## config.mk

```make
export PLATFORM = sky130hd
export DESIGN_NAME = sync_fifo
export DESIGN_NICKNAME = d
export VERILOG_FILES = /design/src/rtl/sync_fifo.sv
export SDC_FILE = /design/constraint.sdc
export NUM_CORES = 1
export LEC_CHECK = 0
export ABC_CLOCK_PERIOD_IN_PS = 5100
export CAP_MARGIN = 5
export CORE_MARGIN = 2
export CORE_UTILIZATION = 53
export CTS_BUF_LIST = sky130_fd_sc_hd__clkbuf_2 sky130_fd_sc_hd__clkbuf_4 sky130_fd_sc_hd__clkbuf_8
export CTS_CLUSTER_DIAMETER = 60
export DETAILED_ROUTE_END_ITERATION = 12
export PLACE_DENSITY = 0.88
export REMOVE_ABC_BUFFERS = 1
export SETUP_SLACK_MARGIN = 0.05
export SLEW_MARGIN = 20
export SYNTH_ARGS = -nofsm -noshare
export SYNTH_HDL_FRONTEND = slang
export SYNTH_SLANG_ARGS = --single-unit
```

## constraint.sdc

```tcl
create_clock -name clock -period 5.1 [get_ports clock]
set_input_delay 0.51 -clock clock [delete_from_list [all_inputs] [get_ports clock]]
set_output_delay 0.51 -clock clock [all_outputs]
set_load 0.02 [all_outputs]
```

## src/rtl/sync_fifo.sv

```systemverilog
// Single-clock FIFO with registered read data; count, pointers and memory image are exported
// for an external assertion checker. Define SYNC_FIFO_ERR_FLAGS_EN to add sticky overflow/underflow flags.
module sync_fifo #(
  parameter int DATA_WIDTH = 8,
  parameter int DEPTH      = 8,
  parameter int ADDR_WIDTH = 3
) (
  input  logic                          clock,
  input  logic                          reset,
  input  logic                          fifo_write,
  input  logic                          fifo_read,
  input  logic [DATA_WIDTH-1:0]         fifo_data_in,
  output logic [DATA_WIDTH-1:0]         fifo_data_out,
  output logic                          fifo_full,
  output logic                          fifo_empty,
  output logic [ADDR_WIDTH:0]           FIFO_COUNT,
  output logic [ADDR_WIDTH-1:0]         write_pointer,
  output logic [ADDR_WIDTH-1:0]         read_pointer,
  output logic [DEPTH*DATA_WIDTH-1:0]   fifo_data_mem
`ifdef SYNC_FIFO_ERR_FLAGS_EN
  ,
  output logic                          fifo_overflow,
  output logic                          fifo_underflow
`endif
);

  localparam logic [ADDR_WIDTH:0] FULL_COUNT = (ADDR_WIDTH + 1)'(DEPTH);

  logic [DATA_WIDTH-1:0] mem_q [DEPTH];
  logic [DATA_WIDTH-1:0] dout_q, dout_d;
  logic [ADDR_WIDTH:0]   count_q, count_d;
  logic [ADDR_WIDTH-1:0] wr_ptr_q, wr_ptr_d;
  logic [ADDR_WIDTH-1:0] rd_ptr_q, rd_ptr_d;
  logic                  full_q, full_d;
  logic                  empty_q, empty_d;
  logic                  wr_acc, rd_acc;

  // Acceptance is judged on the registered flags, so a full FIFO never takes a write
  // even when a read frees a slot on the same edge (and likewise for empty/read).
  assign wr_acc = fifo_write && !full_q && !reset;
  assign rd_acc = fifo_read && !empty_q && !reset;

  always_comb begin
    dout_d   = dout_q;
    wr_ptr_d = wr_ptr_q;
    rd_ptr_d = rd_ptr_q;
    count_d  = count_q;
    if (wr_acc) wr_ptr_d = wr_ptr_q + ADDR_WIDTH'(1);
    if (rd_acc) begin
      rd_ptr_d = rd_ptr_q + ADDR_WIDTH'(1);
      dout_d   = mem_q[rd_ptr_q];
    end
    if (wr_acc && !rd_acc) count_d = count_q + (ADDR_WIDTH + 1)'(1);
    else if (rd_acc && !wr_acc) count_d = count_q - (ADDR_WIDTH + 1)'(1);
    full_d  = (count_d == FULL_COUNT);
    empty_d = (count_d == '0);
  end

  always_ff @(posedge clock) begin
    if (reset) begin
      dout_q   <= '0;
      count_q  <= '0;
      wr_ptr_q <= '0;
      rd_ptr_q <= '0;
      full_q   <= 1'b0;
      empty_q  <= 1'b1;
    end else begin
      dout_q   <= dout_d;
      count_q  <= count_d;
      wr_ptr_q <= wr_ptr_d;
      rd_ptr_q <= rd_ptr_d;
      full_q   <= full_d;
      empty_q  <= empty_d;
    end
  end

  // Storage is deliberately not reset; stale contents stay visible on fifo_data_mem.
  always_ff @(posedge clock) begin
    if (wr_acc) mem_q[wr_ptr_q] <= fifo_data_in;
  end

  generate
    for (genvar gi = 0; gi < DEPTH; gi++) begin : g_mem_flat
      assign fifo_data_mem[gi*DATA_WIDTH +: DATA_WIDTH] = mem_q[gi];
    end
  endgenerate

  assign fifo_data_out = dout_q;
  assign FIFO_COUNT    = count_q;
  assign write_pointer = wr_ptr_q;
  assign read_pointer  = rd_ptr_q;
  assign fifo_full     = full_q;
  assign fifo_empty    = empty_q;

`ifdef SYNC_FIFO_ERR_FLAGS_EN
  logic ovf_q, ovf_d;
  logic udf_q, udf_d;

  assign ovf_d = ovf_q || (fifo_write && full_q);
  assign udf_d = udf_q || (fifo_read && empty_q);

  always_ff @(posedge clock) begin
    if (reset) begin
      ovf_q <= 1'b0;
      udf_q <= 1'b0;
    end else begin
      ovf_q <= ovf_d;
      udf_q <= udf_d;
    end
  end

  assign fifo_overflow  = ovf_q;
  assign fifo_underflow = udf_q;
`endif

endmodule

```

==> summary.md <==
| Metric | Value |
|---|---|
| Run status | completed |
| Ys flop type | edfxtp_1 |
| Final ANT Viol Nets | 0 |
| Hold_ws | between 0.5 and 0.6 ns |
| Input/output buffers | 95 |
| Initial core utilization | 0.542 |
| Initial antenna violation count | 0 |
| Final Hold Vio Count | 0 |
| Hpwl dp | 5880 microns |
| Crit path largest cell delay | 0.88 ns |
| Seq cells post-synth | 84 |
| Critical path class | input pin to flop |
| Nets | 316 |
| P_int | 1080 uW |
| Final Cycle Share | 0.558 |
| Pre-antenna DRT Iters | 4 |
| Post-synth EDFFs | 64 |
| Comb power frac | 0.129 |
| Vias in the first global route | 2,275 |
| Switching fraction of total power | 0.250 |
| 1st-iter DRT viols | 214 |
| Crit-path cells | clkdlybuf4s50_1 > or3_1 > nor3_1 > buf_4 |
| Setup repair bufs after CTS | 0 |
| Core area | around 6200 sq um |
| Yosys cell types | 36 |
| Clock sinks | 84 |
| Syn-to-layout area delta | 35.4% |
| Post-layout min period | around 2.8 ns |
| Via Count | approximately 2,200 |
| Placer Congestion | 0.898 |
| P_leak | ~0.0015 uW |
| HP Class | flop to flop |
| Total negative slack | 0 ns |
| CTS tree | built |
| Worst VDD drop | approximately 0.00024 V |
| CP startpoint kind | input pin |
| Seq pwr share | 0.546 |
| Worst EP arrival | a little under 3 ns |
| CTS Buffer Depth | 2 |
| Total wire length | ~8400 microns |
| Multi-input gate area | 980 sq um |
| Post-synthesis cell area | 3380 sq um |
| TritonCTS Buffers | 9 |
| Max-Cap Viols | 0 |
| GRT Total Usage | 0.246 |
| Hold Buf Count CTS | 0 |
| Slew margin rel. | 0.374 |
| GRT overflow | 0 |
| Switching pwr | around 360 uW |
| Die area | 7030 sq um |
| Antenna Cells | 0 |
| Die Y | around 84 microns |
| Num rows | 29 |
| WP data required | ~5.2 ns |
| Syn. warnings | 0 |
| Top post-synthesis cells by area | edfxtp_1 (57%), dfxtp_1 (12%), mux4_2 (6.0%), mux4_1 (5.4%), nor2_1 (2.7%) |
| Clock Power Share | 0.326 |
| Leading area contributor after synthesis | edfxtp_1 |
| Final setup violation count | 0 |
| Worst Clk Skew | 0.0115 ns |
| Number of I/O pins | 96 |
| Top post-synthesis cells by count | edfxtp_1 (64), nor2_1 (24), dfxtp_1 (20), mux4_2 (9) |
| F_max | 0.352 GHz |
| WL per Instance | ~22 microns |
| Avg Cell Area, Syn | 16.8 sq um |
| Count leader, synth | edfxtp_1 |
| RSZ-0062 raised after global routing | false |
| Layout cell share with drive strength beyond 1 | 0.118 |
| Htree depth | 3 |
| Worst Tran Pin Value | 0.935 ns |
| Die extent in x | 83.9 microns |
| CP max stage cell | clkdlybuf4s50_1 |
| Root Driver | clkbuf_8 |
| # DRC | 0 |
| Syn Inst Count | 201 |
| Filler cells | ~400 |
| Worst-path clk slew | 0.08 ns |
| Register area | ~2300 sq um |
| Vias per cell | ~5.8 |
| Seq/Total Area, Yosys | 0.687 |
| Power Dens Cells | roughly 310 nW/um^2 |
| Largest net degree at the start of global routing | 26 |
| Worst-Skew Late Latency | 0.36 ns |
| Count of final max-slew check failures | 0 |
| Synth top area share | 0.568 |
| Endpoint class of the critical path | flop |
| Ys async rst share | 0 |
| First-pass GRT wire length | 12,700 microns |
| Post-CTS sizing | 0 |
| CP max FO | 25 |
## worst max-delay path, delay by kind of cell
family | cells | cell delay, ns
buffers and inverters | 2 | 1.14
and+or+nand+nor | 2 | 1.25
## worst paths after layout
path	from	to	slack [ns]	cells past startpoint
worst min register to register	fifo_data_out[0]	fifo_data_out[0]	0.51	2
worst min-delay path	fifo_data_out[0]	fifo_data_out[0]	0.51	2
worst max-delay path	reset	mem_q[0][1]	2.26	4
worst max register to register	fifo_full	mem_q[0][1]	2.99	4
## metal layers
layer / up-vias / part of all wire / track usage
met5: - / 0 / 0
met4: 0 / 0.022 / 0.101
met3: 17 / 0.081 / 0.0623
met2: 128 / 0.53 / 0.420
met1: 1107 / 0.36 / 0.299
li1: 979 / - / -
## flip-flops by register name, summed over array words and instances, names as in the netlist
register	count
read_pointer	3
fifo_empty	1
FIFO_COUNT	4
fifo_data_out	8
write_pointer	3
fifo_full	1
mem_q	64
## through the flow
step / util / setup WS (ns) / power [uW] / cell area [sq um] / instances
after floorplan: - / 3.13 / 900 / 3320 / 192
after global placement: 0.702 / 2.05 / 976 / 4380 / 366
after detailed placement: 0.702 / 1.96 / 986 / 4380 / 366
after CTS: 0.733 / 2.31 / 1440 / 4580 / 382
after global routing: 0.733 / 2.18 / 1480 / 4580 / 382
final: 0.733 / 2.26 / 1440 / 4580 / 382
## layout by cell type, fill, tap and decap left out, types with 3 or more instances in the layout
cell,instances
nor3_1,4
dfxtp_1,19
xnor2_1,4
clkinvlp_4,4
nor2_1,24
xor2_1,3
edfxtp_1,64
inv_1,4
a21oi_1,4
mux4_1,7
clkbuf_8,9
ha_1,4
mux2i_1,8
nand2_1,7
mux4_2,9
clkdlybuf4s50_1,95
a211oi_1,8
## kinds of logic (layout without fill, tap and decap cells)
group	Yosys count	after routing	share of synthesized area
AO/OA/AOI/OAI	21	21	0.0489
adder cells (fa/ha/maj)	4	4	0.0148
AND/OR/NAND/NOR	48	48	0.0700
flip-flops	84	84	0.687
multiplexers	24	24	0.138
XOR/XNOR	7	7	0.0181
buffers and inverters	13	117	0.0233
## layout make-up
type,count,area share
multi-input combinational,104,0.214
tap,77,0.0210
inverter,4,0.00328
timing repair buffer,97,0.211
clock buffer,10,0.0287
sequential,84,0.508
clock inverter,6,0.0142
## power groups by stage
stage / clock network (uW) / registers, uW / logic (uW)
final: 469 / 786 / 185
after floorplan: 0 / 821 / 79.2
after global routing: 497 / 789 / 197
after CTS: 472 / 786 / 185
after global placement: 0 / 801 / 175
after detailed placement: 0 / 801 / 184
Note: power is estimated with default switching activity, not from simulation.
==> edit: new RTL, same settings <==
`dout_q` no longer has a reset.
--- a/src/rtl/sync_fifo.sv
+++ b/src/rtl/sync_fifo.sv
@@ -58,20 +58,22 @@
 
   always_ff @(posedge clock) begin
     if (reset) begin
-      dout_q   <= '0;
       count_q  <= '0;
       wr_ptr_q <= '0;
       rd_ptr_q <= '0;
       full_q   <= 1'b0;
       empty_q  <= 1'b1;
     end else begin
-      dout_q   <= dout_d;
       count_q  <= count_d;
       wr_ptr_q <= wr_ptr_d;
       rd_ptr_q <= rd_ptr_d;
       full_q   <= full_d;
       empty_q  <= empty_d;
     end
+  end
+
+  always_ff @(posedge clock) begin
+    dout_q <= dout_d;
   end
 
   // Storage is deliberately not reset; stale contents stay visible on fifo_data_mem.
Function: differs if reset is asserted again (counterexample within 4 cycles, from zero or initial values and one cycle with reset high); with reset held inactive, the same outputs for 10 cycles.
==> edit against the unedited design <==
- clock skew fell by 3.2 ps
- sequential share of layout area rose by 1.1 points
- via count fell by 6.1%
- wire length fell by 6.4%
- first-iteration DRC count fell by 45%
- total power rose by 7.2%
- synthesized area rose by 1.0%
- setup slack improved by 240 ps
- sequential cell count did not move
- design area rose by 1.2%
- critical path type unchanged
- largest power group unchanged
==> edit: results (changes against the unedited design) <==
| Metric | Value |
|---|---|
| Non-clk bufs | `96 (-1.0%)` |
| Grt met3 use | `4.720% (-1.5 points)` |
| Clock network area share | `4.753% (+0.46 points)` |
| Synth cell count leaders | `edfxtp_1, nor2_1, dfxtp_1` |
| Reg2reg end | `mem_q[0][6]` |
| Synth area leaders | `edfxtp_1, mux4_1, dfxtp_1` |
| Largest net degree at the start of global routing | `20 (-23%)` |
| Post-detail-place hpwl | `5538 µm (-5.8%)` |
| Gate Count Post-Synth | `187 (-7.0%)` |
| Final RePlAce weighted congestion | `0.8099 (-9.8%)` |
| Outcome | `complete, no violations` |
| Register area share after synthesis | `70.36% (+1.7 points)` |
| Vias per Instance | `5.711 (-2.2%)` |
| Number of flops mapped to enable cells by yosys | `72 (+13%)` |
| VDD IR max | `0.2222 mV (-5.5%)` |
| Crit-path max FO | `18 (-28%)` |
| Final non-clock buffer share | `20.69% (-0.42 points)` |
| WP data arrival | `2560 ps (-350 ps)` |
| # fillers | `362 (-9.0%)` |
| Worst Clk Skew | `8.216 ps (-3.236 ps)` |
| P_leak | `1.557 nW (+4.8%)` |
| Clock Latency Late Sink | `330 ps (-30 ps)` |
| Dpl cells | `351 (-4.1%)` |
| Total Routing Usage GR | `23.18% (-1.4 points)` |
| WL per Instance | `21.36 µm (-2.6%)` |
| Sequential share of cell area | `51.88% (+1.1 points)` |
## edit: cell count changes after synthesis, sizes merged, moves of 2 or more
cell,before,now
dfxtp,20,12
nor2,26,19
nor2b,0,3
buf,7,5
edfxtp,64,72
mux2i,8,0
a211oi,8,0
mux2,0,9
clkbuf,2,4
and2b,2,0
## edit: routing by layer
metal  up-vias  share of wire (%)
met5         -                  0
met3        10                6.4
met1      1052                 39
li1        929                  -
met4         0                2.3
met2       105                 52
## edit: metrics by stage
stage                     setup slack [ps]  total power [mW]  cell area (µm²)  hold slack (ps)
final                                 2500             1.544             4633            578.7
after global routing                  2361             1.604             4633            632.5
after CTS                             2353             1.553             4632            580.6
after detailed placement              2180             1.049             4412            566.6
after global placement                2294             1.038             4412            553.9
after floorplan                       2874            0.9570             3347            579.1
## edit: cell families (layout without fill, tap and decap cells)
| group | after synthesis | count (layout) | share of synthesized area (%) |
|---|---|---|---|
| simple gates | 42 | 42 | 6.267 |
| fa+ha+maj | 4 | 4 | 1.466 |
| compound gates | 12 | 12 | 2.858 |
| xor+xnor | 7 | 7 | 1.796 |
| buf+inv | 13 | 116 | 2.418 |
| flops | 84 | 84 | 70.36 |
| mux | 25 | 25 | 14.84 |
## edit: where the power goes
| group | leakage (nW) | internal, mW | switching [mW] | total [mW] |
|---|---|---|---|---|
| clock network | 0.116 | 0.292 | 0.218 | 0.510 |
| logic | 0.691 | 0.118 | 0.109 | 0.227 |
| registers | 0.749 | 0.774 | 0.0326 | 0.807 |
| total | 1.56 | 1.18 | 0.359 | 1.54 |
## edit: worst max-delay path: stages
cell and delay (ps):
clkdlybuf4s50_1 720, or3_2 640, nor3_2 670
